### config.mk
export PLATFORM = sky130hd
export DESIGN_NAME = serial_word_comparator
export DESIGN_NICKNAME = d
export VERILOG_FILES = /design/src/rtl/serial_cmp_pkg.sv /design/src/rtl/bit_compare_cell.sv /design/src/rtl/serial_word_comparator.sv
export SDC_FILE = /design/constraint.sdc
export NUM_CORES = 1
export LEC_CHECK = 0
export BUFFER_PORTS_ARGS = -buffer_cell sky130_fd_sc_hd__buf_2
export CAP_MARGIN = 20
export CORE_MARGIN = 2
export CORE_UTILIZATION = 57
export CTS_CLUSTER_SIZE = 24
export DETAILED_ROUTE_END_ITERATION = 8
export PLACE_DENSITY = 0.9
export SYNTH_ARGS = -nofsm -noshare
export SYNTH_HDL_FRONTEND = slang
export SYNTH_SLANG_ARGS = --single-unit
### constraint.sdc
create_clock -name clk -period 3.87 [get_ports clk]
set_input_delay 0 -clock clk [delete_from_list [all_inputs] [get_ports clk]]
set_output_delay 0 -clock clk [all_outputs]
set_load 0.01 [all_outputs]
### src/rtl/serial_cmp_pkg.sv
`default_nettype none
// ============================================================================
//  Module      : serial_cmp_pkg
//  Description : Shared types and result encoding for serial_word_comparator.
//  Revision    : 1.0 - initial release
// ============================================================================
package serial_cmp_pkg;

    typedef enum logic [1:0] {
        IDLE  = 2'd0,
        SHIFT = 2'd1,
        DONE  = 2'd2
    } state_t;

    // One-hot verdict, ordered {eq, gt, lt}
    localparam logic [2:0] RES_EQ = 3'b100;
    localparam logic [2:0] RES_GT = 3'b010;
    localparam logic [2:0] RES_LT = 3'b001;

    function automatic logic [2:0] encode_result(input logic is_eq, input logic is_gt);
        if (is_eq)
            return RES_EQ;
        else if (is_gt)
            return RES_GT;
        else
            return RES_LT;
    endfunction

endpackage
`default_nettype wire

### src/rtl/bit_compare_cell.sv
`default_nettype none
// ============================================================================
//  Module      : bit_compare_cell
//  Description : Single-bit equality / greater-than cell.
//  Revision    : 1.0 - initial release
// ============================================================================
module bit_compare_cell (
    input  logic a_bit,
    input  logic b_bit,
    output logic bit_eq,
    output logic bit_gt
);

    assign bit_eq = ~(a_bit ^ b_bit);
    assign bit_gt = a_bit & ~b_bit;

endmodule
`default_nettype wire

### src/rtl/serial_word_comparator.sv
`default_nettype none
// ============================================================================
//  Module      : serial_word_comparator
//  Description : MSB-first bit-serial unsigned comparator with valid/ready
//                handshakes. Optional macro SERIAL_CMP_EARLY_EXIT_EN ends the
//                walk at the first mismatching bit.
//  Revision    : 1.0 - initial release
// ============================================================================
module serial_word_comparator
    import serial_cmp_pkg::*;
#(
    parameter int WIDTH = 8
) (
    input  logic             clk,
    input  logic             rst,
    input  logic             in_valid,
    output logic             in_ready,
    input  logic [WIDTH-1:0] a,
    input  logic [WIDTH-1:0] b,
    output logic             out_valid,
    input  logic             out_ready,
    output logic             eq,
    output logic             gt,
    output logic             lt,
    output logic             busy
);

    localparam int                c_idx_w   = (WIDTH > 1) ? $clog2(WIDTH) : 1;
    localparam logic [c_idx_w-1:0] c_idx_msb = c_idx_w'(WIDTH - 1);

    state_t             r_state;
    state_t             w_state_next;
    logic [WIDTH-1:0]   r_a;
    logic [WIDTH-1:0]   r_b;
    logic [c_idx_w-1:0] r_idx;
    logic               r_eq_acc;
    logic               r_gt_acc;
    logic               r_eq;
    logic               r_gt;
    logic               r_lt;

    logic w_load;
    logic w_finish;
    logic w_last_bit;
    logic w_bit_eq;
    logic w_bit_gt;
    logic w_eq_next;
    logic w_gt_next;

    bit_compare_cell u_bit_cell (
        .a_bit  (r_a[r_idx]),
        .b_bit  (r_b[r_idx]),
        .bit_eq (w_bit_eq),
        .bit_gt (w_bit_gt)
    );

    // Direction is captured only on the first mismatch and held afterwards
    assign w_eq_next = r_eq_acc & w_bit_eq;
    assign w_gt_next = r_eq_acc ? w_bit_gt : r_gt_acc;

`ifdef SERIAL_CMP_EARLY_EXIT_EN
    assign w_last_bit = (r_idx == '0) || (r_eq_acc && !w_bit_eq);
`else
    assign w_last_bit = (r_idx == '0);
`endif

    always_ff @(posedge clk or posedge rst) begin
        if (rst)
            r_state <= IDLE;
        else
            r_state <= w_state_next;
    end

    always_comb begin
        w_state_next = r_state;
        w_load       = 1'b0;
        w_finish     = 1'b0;
        case (r_state)
            IDLE: begin
                if (in_valid) begin
                    w_state_next = SHIFT;
                    w_load       = 1'b1;
                end
            end
            SHIFT: begin
                if (w_last_bit) begin
                    w_state_next = DONE;
                    w_finish     = 1'b1;
                end
            end
            DONE: begin
                if (out_ready)
                    w_state_next = IDLE;
            end
            default: w_state_next = IDLE;
        endcase
    end

    always_ff @(posedge clk or posedge rst) begin
        if (rst) begin
            r_a      <= '0;
            r_b      <= '0;
            r_idx    <= '0;
            r_eq_acc <= 1'b0;
            r_gt_acc <= 1'b0;
            r_eq     <= 1'b0;
            r_gt     <= 1'b0;
            r_lt     <= 1'b0;
        end else begin
            if (w_load) begin
                r_a      <= a;
                r_b      <= b;
                r_idx    <= c_idx_msb;
                r_eq_acc <= 1'b1;
                r_gt_acc <= 1'b0;
            end else if (r_state == SHIFT) begin
                r_eq_acc <= w_eq_next;
                r_gt_acc <= w_gt_next;
                if (r_idx != '0)
                    r_idx <= r_idx - c_idx_w'(1);
            end
            // Verdict registers change only on entry to DONE
            if (w_finish)
                {r_eq, r_gt, r_lt} <= encode_result(w_eq_next, w_gt_next);
        end
    end

    assign in_ready  = (r_state == IDLE);
    assign out_valid = (r_state == DONE);
    assign busy      = (r_state != IDLE);
    assign eq        = r_eq;
    assign gt        = r_gt;
    assign lt        = r_lt;

endmodule
`default_nettype wire

==> flow_metrics.tcl <==
set metrics [dict create \
    status "finished clean" \
    rrSetupSlack_ns 1.94 \
    crit_top_cell "nand2_1" \
    initial_utilization_pct 58.8 \
    grt-ovfl-total 0 \
    cts_inserted_buffers 3 \
    gp_congestion 0.739 \
    drt_iter0_drc 7 \
    diodes 0 \
    max-vdd-ir-drop_mv 0.463 \
    drc_errors 0 \
    setup_slack_ns 1.94 \
    path_buf_inv 0 \
    drt_pass1_iterations 5 \
    placed_cell_area_um2 1390 \
    netlist_area_um2 1260 \
    pre_cts_slack_ns 1.94 \
    ys_warn_count 0 \
    ctsResizeCount 0 \
    insertion_delay_ns 0.33 \
    leakagePower_nw 0.736 \
    yosysTopAreaCellShare_pct 51.5 \
    design_area_um2 1630 \
    synth_edf_count 0 \
    track_usage_pct 21.0 \
    crit_family "multiplexers" \
    finalSetupTns_ns 0 \
    die_area_um2 2610 \
    final_util_pct 75.8 \
    worst_slew_pin_slew_ns 0.949 \
    total_power_mw 1.19 \
    cp_slowest_cell "mux4_2" \
    synth_area_leaders "dfrtp_1 52%, mux2_2 14%, mux4_2 7.1%" \
    yosysMostFrequentCell "dfrtp_1" \
    hp-class "input port to flop" \
    cap_violations 0 \
    cpPeakStageDelay_ns 0.54 \
    ys_ff_latch 26 \
    seq_area_um2 651 \
    max_freq_mhz 517 \
    avgSynthCellArea_um2 12.6 \
    yosysTopAreaCell "dfrtp_1" \
    multiInputGateArea_um2 557 \
    portBuffers 25 \
    final_nets 167 \
    htree_levels 1 \
    layout_min_cycle_time_ns 1.93 \
    skew_ns 0.00507 \
    antenna_found_initial 0 \
    synth-main-ff-cell "dfrtp_1" \
    tritoncts "built" \
    grt_pass1_wl_mm 3.97 \
    num_rows 17 \
    cp_cell_sequence "mux4_2 > nand2_1 > nand2_1 > ha_1 > nor2_1 > a21oi_1 > o21ai_0" \
    end_kind "flop" \
    vias 925 \
    setup_violations 0 \
    pwr_density_cell_nw_per_um2 733 \
    ys_types 27 \
    cp_max_fo 6 \
    rsz0062_at_grt "false" \
    syn_to_final_growth_pct 29.0 \
    critPathArrivalTime_ns 2.19 \
    grt_pass1_vias 963 \
    routed_via_density 5.41 \
    fp.dieW_um 51.1 \
    place_inst 148 \
    synthTopCellsByCount "26 x dfrtp_1, 16 x mux2_2, 8 x nand2_1, 8 x o21ai_0, 5 x inv_1" \
    io_pins 26 \
    cp-start-kind "flop" \
    drv_slew 0 \
    hold_viol 0 \
    fin_cells 171 \
    path_clk_slew_ns 0.14 \
    drive_above_1_share_pct 35.7 \
    synth_fp_nets 123 \
    crit_required_ns 4.13 \
    finalCritPeriodShare_pct 49.9 \
    ys_async_sr_fraction_pct 100 \
    root_buffer "clkbuf_4" \
    holdWs_ns 0.368 \
    wl_mm 2.37 \
    wire_per_inst_um 13.9 \
    cts.sinks 26 \
    yosysSeqAreaShare_pct 51.5 \
    critical_path_class "flop to flop" \
    postSynthCellCount 100 \
    grt_max_degree 27 \
    slew_headroom_pct 36.7 \
    postRouteAntennaNets 0 \
    die_y_um 51.1 \
    cts_max_path_buffers 2 \
    core_area_um2 2150 \
    dp_hpwl_mm 1.63 \
    nFillCells 153 \
]
## worst paths after layout
check	from	cells after the start	end
min in group asynchronous	rst	3	eq$_DFFE_PP0P_
hold / removal	out_ready	3	r_state[1]$_DFFE_PP0P_
hold reg to reg	eq$_DFFE_PP0P_	2	eq$_DFFE_PP0P_
setup reg to reg	r_idx[0]$_DFFE_PP0P_	7	lt$_DFFE_PP0P_
setup / recovery	r_idx[0]$_DFFE_PP0P_	7	lt$_DFFE_PP0P_
max in group asynchronous	rst	3	r_eq_acc$_DFFE_PP0P_
## cell usage in the layout (no fill, tap or decap)
cell type / instances
a311oi_1: 1
nand2b_1: 3
a22o_1: 1
inv_1: 5
dlygate4sd3_1: 19
clkbuf_4: 3
a31oi_1: 1
nor3b_4: 1
o211ai_1: 1
buf_2: 25
o21ai_0: 8
mux4_2: 4
nand2_1: 8
and4bb_2: 1
o31ai_1: 1
mux2_2: 16
bufinv_16: 1
nor3_1: 1
nor2b_1: 2
ha_1: 3
nand4bb_1: 1
mux2i_1: 1
a21oi_1: 3
dfrtp_1: 26
o21a_1: 1
nand3_1: 1
o311ai_0: 1
nor2_1: 4
## repair_timing
item                      in CTS  in global routing
hold endpoints to repair      46                  0
hold buffers                  19                  0
setup buffers                  0                  0
## metal layers
layer / share of wire, % / vias to the layer above / global-route usage (%)
met1: 43 / 442 / 24.0
met3: 4.3 / 10 / 5.85
met4: 2.2 / 0 / 9.01
li1: - / 442 / -
met2: 51 / 31 / 36.6
met5: 0 / - / 0
## kinds of logic (layout without fill, tap and decap cells)
kind of cell	Yosys count	in the layout	synth area share (%)
AOI/OAI and AO/OA	18	18	8.72
adders and majority gates	3	3	2.97
buffers and inverters	10	53	4.36
DFF	26	26	51.5
muxes	21	21	22.2
and+or+nand+nor	22	22	10.2
## worst register-to-register path, cell delays in order, from the launching register on
cell and delay, ns:
dfrtp_1 0.53, mux4_2 0.54, nand2_1 0.08, nand2_1 0.06, ha_1 0.33, nor2_1 0.11, a21oi_1 0.07, o21ai_0 0.15
## flip-flops by register name (all words and copies together) (netlist names)
signal    count
r_eq_acc      1
gt            1
r_state       2
lt            1
r_a           8
r_b           8
eq            1
r_idx         3
r_gt_acc      1
## cell type report
class	instances	area share (%)
clock buffers	3	1.38
clock inverters	1	1.84
inverters	5	1.15
multi-input cells	64	34.2
flip-flops and latches	26	39.9
well taps	28	2.15
repair buffers	44	19.4
## power by group
group          internal (mW)  switching, mW
registers              0.401          0.113
clock network          0.105         0.0797
logic                  0.283          0.212
total                  0.789          0.405
Note: power is estimated with default switching activity, not from simulation.
